==> config.mk <==
export PLATFORM = sky130hd
export DESIGN_NAME = data_mem_master_flat
export DESIGN_NICKNAME = d
export VERILOG_FILES = /design/src/rtl/data_mem_master_pkg.sv /design/src/rtl/data_mem_master_if.sv /design/src/rtl/data_mem_master_byte_merge.sv /design/src/rtl/data_mem_master.sv /design/src/flat_wrapper.sv
export SDC_FILE = /design/constraint.sdc
export NUM_CORES = 1
export LEC_CHECK = 0
export ABC_AREA = 1
export ABC_CLOCK_PERIOD_IN_PS = 6100
export CORE_ASPECT_RATIO = 0.75
export CORE_MARGIN = 3
export CORE_UTILIZATION = 49
export CTS_CLUSTER_SIZE = 28
export DETAILED_ROUTE_END_ITERATION = 7
export PLACE_DENSITY = 0.88
export SYNTH_ARGS = -nofsm -noshare
export SYNTH_HDL_FRONTEND = slang
export SYNTH_HIERARCHICAL = 1
export SYNTH_SLANG_ARGS = --single-unit
==> constraint.sdc <==
create_clock -name clk -period 6.1 [get_ports clk]
set_input_delay 1.22 -clock clk [delete_from_list [all_inputs] [get_ports clk]]
set_output_delay 1.22 -clock clk [all_outputs]
set_load 0.05 [all_outputs]
==> src/rtl/data_mem_master_pkg.sv <==
// Shared types, constants and helpers for the data-memory initiator.
package data_mem_master_pkg;

    typedef enum logic [1:0] {
        SIZE_B = 2'b00,
        SIZE_H = 2'b01,
        SIZE_W = 2'b10,
        SIZE_X = 2'b11
    } size_e;

    typedef enum logic [1:0] {
        S_IDLE = 2'b00,
        S_RD   = 2'b01,
        S_WR   = 2'b10,
        S_RESP = 2'b11
    } state_e;

    localparam logic [31:0] WORD_ZERO = 32'h0000_0000;

    // Misaligned, illegal size, or address bits above the decoded range.
    function automatic logic req_illegal(input logic [1:0] size,
                                         input logic [31:0] addr,
                                         input int unsigned aw);
        logic bad;
        bad = 1'b0;
        case (size_e'(size))
            SIZE_H:  bad = addr[0];
            SIZE_W:  bad = (addr[1:0] != 2'b00);
            SIZE_X:  bad = 1'b1;
            default: bad = 1'b0;
        endcase
        if ((addr >> aw) != WORD_ZERO) bad = 1'b1;
        return bad;
    endfunction

    // Index of the final byte read for a load of the given size.
    function automatic logic [1:0] load_last_idx(input logic [1:0] size);
        case (size_e'(size))
            SIZE_B:  return 2'd0;
            SIZE_H:  return 2'd1;
            default: return 2'd3;
        endcase
    endfunction

    // Zero/sign extension of the assembled load value.
    function automatic logic [31:0] load_extend(input logic [31:0] acc,
                                                input logic [1:0] size,
                                                input logic sext);
        case (size_e'(size))
            SIZE_B:  return {{24{sext & acc[7]}}, acc[7:0]};
            SIZE_H:  return {{16{sext & acc[15]}}, acc[15:0]};
            default: return acc;
        endcase
    endfunction

endpackage

==> src/rtl/data_mem_master_if.sv <==
// Request and memory-bus signals of the data-memory initiator.
interface data_mem_master_if;
    logic        req;
    logic        we;
    logic [1:0]  size;
    logic        sign_ext;
    logic [31:0] addr;
    logic [31:0] wdata;
    logic        busy;
    logic        done;
    logic        err;
    logic [31:0] rdata;
    logic [31:0] address;
    logic [31:0] write_data;
    logic        mem_read;
    logic        mem_write;
    logic [31:0] read_data;

    modport master (
        input  req, we, size, sign_ext, addr, wdata, read_data,
        output busy, done, err, rdata, address, write_data, mem_read, mem_write
    );

    modport slave (
        output req, we, size, sign_ext, addr, wdata, read_data,
        input  busy, done, err, rdata, address, write_data, mem_read, mem_write
    );
endinterface

==> src/rtl/data_mem_master_byte_merge.sv <==
// Big-endian lane merge of store data into an existing memory word.
module mem_byte_merge
    import data_mem_master_pkg::*;
(
    input  logic [31:0] old_i,
    input  logic [31:0] wdata_i,
    input  logic [1:0]  size_i,
    input  logic [1:0]  offset_i,
    output logic [31:0] merged_o
);

    // Byte lane o sits at bit 8*(3-o); 3-o equals ~o for a 2-bit offset.
    always_comb begin
        merged_o = old_i;
        case (size_e'(size_i))
            SIZE_B:  merged_o[{~offset_i, 3'b000} +: 8]         = wdata_i[7:0];
            SIZE_H:  merged_o[{~offset_i[1], 4'b0000} +: 16]    = wdata_i[15:0];
            default: merged_o = wdata_i;
        endcase
    end

endmodule

==> src/rtl/data_mem_master.sv <==
// CPU-side initiator for the byte-wide data memory: byte-serial loads,
// single-cycle word stores, read-modify-write byte/half stores.
module data_mem_master
    import data_mem_master_pkg::*;
#(
    parameter int unsigned MEM_AW = 16
) (
    input  logic               clk,
    input  logic               rst,
    data_mem_master_if.master  bus
);

    state_e      state_q;
    logic        we_q;
    logic        sext_q;
    logic [1:0]  size_q;
    logic [1:0]  idx_q;
    logic [1:0]  last_q;
    logic [31:0] addr_q;
    logic [31:0] wdata_q;
    logic [31:0] acc_q;
    logic [31:0] acc_d;
    logic [31:0] merged;

    logic        busy_q;
    logic        done_q;
    logic        err_q;
    logic [31:0] rdata_q;
    logic [31:0] address_q;
    logic [31:0] write_data_q;
    logic        mem_read_q;
    logic        mem_write_q;

    assign bus.busy       = busy_q;
    assign bus.done       = done_q;
    assign bus.err        = err_q;
    assign bus.rdata      = rdata_q;
    assign bus.address    = address_q;
    assign bus.write_data = write_data_q;
    assign bus.mem_read   = mem_read_q;
    assign bus.mem_write  = mem_write_q;

    // Accumulator with the current memory byte shifted in; first byte ends up on top.
    always_comb begin
        acc_d = {acc_q[23:0], bus.read_data[7:0]};
    end

    // Merge sees the word including the byte arriving on the final read edge,
    // so the merged value can be registered straight into write_data.
    mem_byte_merge u_merge (
        .old_i    (acc_d),
        .wdata_i  (wdata_q),
        .size_i   (size_q),
        .offset_i (addr_q[1:0]),
        .merged_o (merged)
    );

    // Transaction FSM with registered bus and response outputs.
    always_ff @(posedge clk or posedge rst) begin
        if (rst) begin
            state_q      <= S_IDLE;
            we_q         <= 1'b0;
            sext_q       <= 1'b0;
            size_q       <= 2'b00;
            idx_q        <= 2'd0;
            last_q       <= 2'd0;
            addr_q       <= '0;
            wdata_q      <= '0;
            acc_q        <= '0;
            busy_q       <= 1'b0;
            done_q       <= 1'b0;
            err_q        <= 1'b0;
            rdata_q      <= '0;
            address_q    <= '0;
            write_data_q <= '0;
            mem_read_q   <= 1'b0;
            mem_write_q  <= 1'b0;
        end else begin
            case (state_q)
                S_IDLE: begin
                    if (bus.req) begin
                        we_q    <= bus.we;
                        sext_q  <= bus.sign_ext;
                        size_q  <= bus.size;
                        addr_q  <= bus.addr;
                        wdata_q <= bus.wdata;
                        acc_q   <= '0;
                        idx_q   <= 2'd0;
                        busy_q  <= 1'b1;
                        if (req_illegal(bus.size, bus.addr, MEM_AW)) begin
                            state_q <= S_RESP;
                            done_q  <= 1'b1;
                            err_q   <= 1'b1;
                            rdata_q <= WORD_ZERO;
                        end else if (!bus.we) begin
                            state_q    <= S_RD;
                            last_q     <= load_last_idx(bus.size);
                            mem_read_q <= 1'b1;
                            address_q  <= bus.addr;
                        end else if (size_e'(bus.size) == SIZE_W) begin
                            state_q      <= S_WR;
                            mem_write_q  <= 1'b1;
                            address_q    <= bus.addr;
                            write_data_q <= bus.wdata;
                        end else begin
                            state_q    <= S_RD;
                            last_q     <= 2'd3;
                            mem_read_q <= 1'b1;
                            address_q  <= {bus.addr[31:2], 2'b00};
                        end
                    end
                end
                S_RD: begin
                    acc_q <= acc_d;
                    if (idx_q == last_q) begin
                        mem_read_q <= 1'b0;
                        if (!we_q) begin
                            state_q   <= S_RESP;
                            done_q    <= 1'b1;
                            err_q     <= 1'b0;
                            rdata_q   <= load_extend(acc_d, size_q, sext_q);
                            address_q <= '0;
                        end else begin
                            state_q      <= S_WR;
                            mem_write_q  <= 1'b1;
                            address_q    <= {addr_q[31:2], 2'b00};
                            write_data_q <= merged;
                        end
                    end else begin
                        idx_q     <= idx_q + 2'd1;
                        address_q <= address_q + 32'd1;
                    end
                end
                S_WR: begin
                    state_q      <= S_RESP;
                    mem_write_q  <= 1'b0;
                    address_q    <= '0;
                    write_data_q <= '0;
                    done_q       <= 1'b1;
                    err_q        <= 1'b0;
                    rdata_q      <= WORD_ZERO;
                end
                default: begin
                    state_q <= S_IDLE;
                    busy_q  <= 1'b0;
                    done_q  <= 1'b0;
                    err_q   <= 1'b0;
                end
            endcase
        end
    end

endmodule

==> src/flat_wrapper.sv <==
// flat-port wrapper written by rule: the top's interface ports become plain ports
module data_mem_master_flat import data_mem_master_pkg::*;
#(
    parameter int unsigned MEM_AW = 16
)
  (clk, rst, bus_req, bus_we, bus_size, bus_sign_ext, bus_addr, bus_wdata, bus_read_data, bus_busy, bus_done, bus_err, bus_rdata, bus_address, bus_write_data, bus_mem_read, bus_mem_write);
  data_mem_master_if bus_i ();
  input  logic clk;
  input  logic rst;
  input wire logic [$bits(bus_i.req)-1:0] bus_req;
  input wire logic [$bits(bus_i.we)-1:0] bus_we;
  input wire logic [$bits(bus_i.size)-1:0] bus_size;
  input wire logic [$bits(bus_i.sign_ext)-1:0] bus_sign_ext;
  input wire logic [$bits(bus_i.addr)-1:0] bus_addr;
  input wire logic [$bits(bus_i.wdata)-1:0] bus_wdata;
  input wire logic [$bits(bus_i.read_data)-1:0] bus_read_data;
  output wire logic [$bits(bus_i.busy)-1:0] bus_busy;
  output wire logic [$bits(bus_i.done)-1:0] bus_done;
  output wire logic [$bits(bus_i.err)-1:0] bus_err;
  output wire logic [$bits(bus_i.rdata)-1:0] bus_rdata;
  output wire logic [$bits(bus_i.address)-1:0] bus_address;
  output wire logic [$bits(bus_i.write_data)-1:0] bus_write_data;
  output wire logic [$bits(bus_i.mem_read)-1:0] bus_mem_read;
  output wire logic [$bits(bus_i.mem_write)-1:0] bus_mem_write;
  assign bus_i.req = bus_req;
  assign bus_i.we = bus_we;
  assign bus_i.size = bus_size;
  assign bus_i.sign_ext = bus_sign_ext;
  assign bus_i.addr = bus_addr;
  assign bus_i.wdata = bus_wdata;
  assign bus_i.read_data = bus_read_data;
  assign bus_busy = bus_i.busy;
  assign bus_done = bus_i.done;
  assign bus_err = bus_i.err;
  assign bus_rdata = bus_i.rdata;
  assign bus_address = bus_i.address;
  assign bus_write_data = bus_i.write_data;
  assign bus_mem_read = bus_i.mem_read;
  assign bus_mem_write = bus_i.mem_write;
  data_mem_master #(.MEM_AW(MEM_AW)) u_core (.clk(clk), .rst(rst), .bus(bus_i));
endmodule
==> flow_summary.yaml <==
route:
  drt_wl_total_um: 36550
  initialDrtViolationCount: 1483
  first_pass_iters: 5
  wire_per_inst_um: 16.93
  via_per_inst: 5.472
  vias: 11810
  drc: 0
  ant_nets: 0
logic_synthesis:
  synthFlopType: "dfrtp_1"
  synth_fp_nets: 1835
  synth_area_um2: 11700
  yosysSeqAreaShare_pct: 42.57
  syn_avg_cell_area_um2: 6.794
  synth-edff-count: 0
  yosysUniqueCellTypes: 35
  synthArstFlopShare_pct: 100.0
  synthCells: 1722
  ys_ff_latch: 199
  yosysWarnings: 6
floorplanning:
  start_util_pct: 50.33
  design.die.area_um2: 25780
  die_h_um: 139.8
  ios: 204
  row_count: 48
  coreArea_um2: 23240
  die_w_um: 184.4
cells_and_area:
  fin_util_pct: 60.66
  nFillCells: 2082
  syn_to_final_growth_pct: 20.52
  register_area_um2: 4980
  final_net_count: 1959
  multi_input_area_um2: 5513
  finalNonFillerCells: 2159
  final_cell_area_um2: 14100
  drive_gt1_share_pct: 4.790
sta:
  hold_viol: 0
  setup-violations-final: 0
  finalClockSkew_ps: 14.11
  rsz0062_at_grt: "false"
  tns_ps: 0
  finalCritPeriodShare_pct: 58.10
  final_max_slew_viol_count: 0
  slew_headroom_pct: 21.75
  timing.fmax_mhz: 282.1
  tightest_slew_ps: 1174
  fin_crit_ps: 3544
critical_path:
  crit_required_ps: 6440
  critical_path_class: "primary input to register"
  worstPathMaxFanout: 34
  cp_cell_sequence: "clkdlybuf4s50_1, nor2_1, nor2_1, nand2_1, a21oi_4, nand2_2, o21ai_0"
  critPathSlowestCell: "a21oi_4"
  slowest_delay_ps: 730
  worst_setup_path_end_kind: "register"
  r2r_cells: 4
  critPathLaunchType: "primary input"
  reg2reg_slack_ps: 2730
  cp_common_cell: "nor2_1"
  arrival_ps: 3880
  timing.rr.end: "u_core/bus.mem_write"
  crit_start: "bus_req"
  r2r-start: "u_core/we_q"
  critPathCapture: "u_core/bus.mem_write"
clocking:
  clockBufferDepth: 2
  ctsHoldBuffers: 0
  clockRootBuffer: "clkbuf_16"
  path_clk_slew_ps: 80
  htree_levels: 4
  clock_latency_ps: 440
  cts_setup_buffers: 0
  cts_tree: "yes"
  cts_resized: 0
  cts_inserted_buffers: 17
  clock_sinks: 199
power_and_ir_drop:
  vdd_drop_max_mv: 0.5278
  power_mw: 8.416
  p_per_area_nw_per_um2: 596.9
  p_leak_nw: 6.910
global_routing:
  grt_pass1_vias: 10820
  antenna_found_initial: 1
  grt_max_degree: 175
  grt.total_usage_pct: 28.09
  grt_overflow_total: 0
  grt_pass1_wl_um: 58420
place:
  dp_cells: 2127
  io_buffers: 179
  gp_congestion: 0.9536
  dp_hpwl_um: 25210
  placed_area_um2: 13510
min_path:
  min_path_type: "register to register"
status:
  status: "completed"
job:
  maxCapViolCount: 0
==> Yosys cell counts (4+ instances only) <==
master / count / area, µm²
a21boi_0: 6 / 45.04
inv_2: 5 / 18.77
a22oi_1: 4 / 30.03
inv_1: 199 / 747.0
clkbuf_1: 31 / 116.4
buf_2: 33 / 165.2
o21ai_2: 24 / 210.2
ha_1: 10 / 125.1
dfrtp_1: 199 / 4980
a21oi_1: 24 / 120.1
nor2_4: 4 / 45.04
o21ai_0: 176 / 880.8
nand3_1: 147 / 735.7
nor2_1: 154 / 578.1
buf_6: 11 / 123.9
o21ai_1: 13 / 65.06
nand2_1: 632 / 2372
nor2_2: 7 / 43.79
o31ai_1: 9 / 67.56
nand3b_1: 5 / 37.54
nand2_2: 5 / 31.28
==> state kept, by name, summed over array words and instances (netlist names) <==
signal and flops:
u_core/addr_q 32, u_core/bus.address 32, u_core/bus.rdata 32, u_core/bus.write_data 32
u_core/wdata_q 32, u_core/acc_q 24, u_core/idx_q 2, u_core/last_q 2
u_core/size_q 2, u_core/state_q 2, u_core/bus.busy 1, u_core/bus.done 1
u_core/bus.err 1, u_core/bus.mem_read 1, u_core/bus.mem_write 1, u_core/sext_q 1
u_core/we_q 1
==> cell type report <==
cell class,instances,share of cell area (%)
sequential,199,35.32
antenna,1,0.01775
clock buffer,18,3.115
multi-input combinational,1235,39.10
clock inverter,13,1.083
inverter,207,5.537
tap,300,2.662
timing repair buffer,186,13.17
==> layout by cell type, fill, tap and decap left out, types with 2 or more instances in the layout <==
| cell | count |
|---|---|
| o21ai_0 | 176 |
| nand2_1 | 631 |
| nand3b_1 | 5 |
| xnor2_1 | 2 |
| a21boi_0 | 6 |
| inv_2 | 5 |
| o21ai_1 | 12 |
| inv_1 | 198 |
| nor2_4 | 4 |
| clkbuf_16 | 17 |
| nor2_2 | 7 |
| and2_1 | 2 |
| a21oi_1 | 24 |
| nand2_2 | 5 |
| nor3_1 | 2 |
| nor2_1 | 154 |
| nand4_1 | 3 |
| o31ai_1 | 9 |
| clkdlybuf4s50_1 | 179 |
| dfrtp_1 | 199 |
| o21ai_2 | 25 |
| ha_1 | 10 |
| clkinv_1 | 3 |
| inv_6 | 6 |
| inv_8 | 4 |
| nand3_1 | 147 |
| a22oi_1 | 4 |
| buf_4 | 6 |
==> per-layer routing <==
layer | global-route usage (%) | up-vias | routed length, µm
met5 | 0 | - | 0
met1 | 44.02 | 5506 | 16760
met4 | 6.640 | 0 | 592
met2 | 40.63 | 631 | 15600
met3 | 4.364 | 47 | 3594
li1 | - | 5629 | -
==> where the power goes <==
group	total (mW)	switching, mW	internal [mW]
clock	1.17	0.569	0.597
combinational	4.72	3.34	1.38
sequential	2.53	0.637	1.89
total	8.42	4.55	3.87
==> worst min-delay path by stage <==
stage                                         start                         to  slack (ps)  depth (start not counted)
after floorplan                   u_core/addr_q[15]          u_core/addr_q[15]         450                          2
final                     u_core/bus.write_data[10]  u_core/bus.write_data[10]         470                          2
after detailed placement  u_core/bus.write_data[10]  u_core/bus.write_data[10]         460                          2
after CTS                 u_core/bus.write_data[10]  u_core/bus.write_data[10]         480                          2
after global placement    u_core/bus.write_data[30]  u_core/bus.write_data[30]         460                          2
after global routing      u_core/bus.write_data[10]  u_core/bus.write_data[10]         490                          2
==> worst max-delay path, delay by kind of cell <==
family / cells / cell delay, ps
AOI/OAI and AO/OA: 2 / 1080
buffers and inverters: 1 / 560
and+or+nand+nor: 4 / 1020
==> cells by family (layout without fill, tap and decap cells) <==
kind of cell	after synthesis	count (layout)	share of synthesized area [%]
simple gates	962	962	33.29
buf+inv	288	424	10.41
compound gates	261	261	12.51
flops	199	199	42.57
fa+ha+maj	10	10	1.070
xor+xnor	2	2	0.1498
other cells	0	1	0
==> metrics by stage <==
stage | setup slack, ps | hold WS [ps]
6_report | 2556 | 474.5
5_1_grt | 2297 | 494.0
4_1_cts | 2617 | 477.5
3_5_place_dp | 2166 | 459.3
3_3_place_gp | 2265 | 456.0
2_1_floorplan | 2306 | 452.9
(Power assumes the default switching activity.)
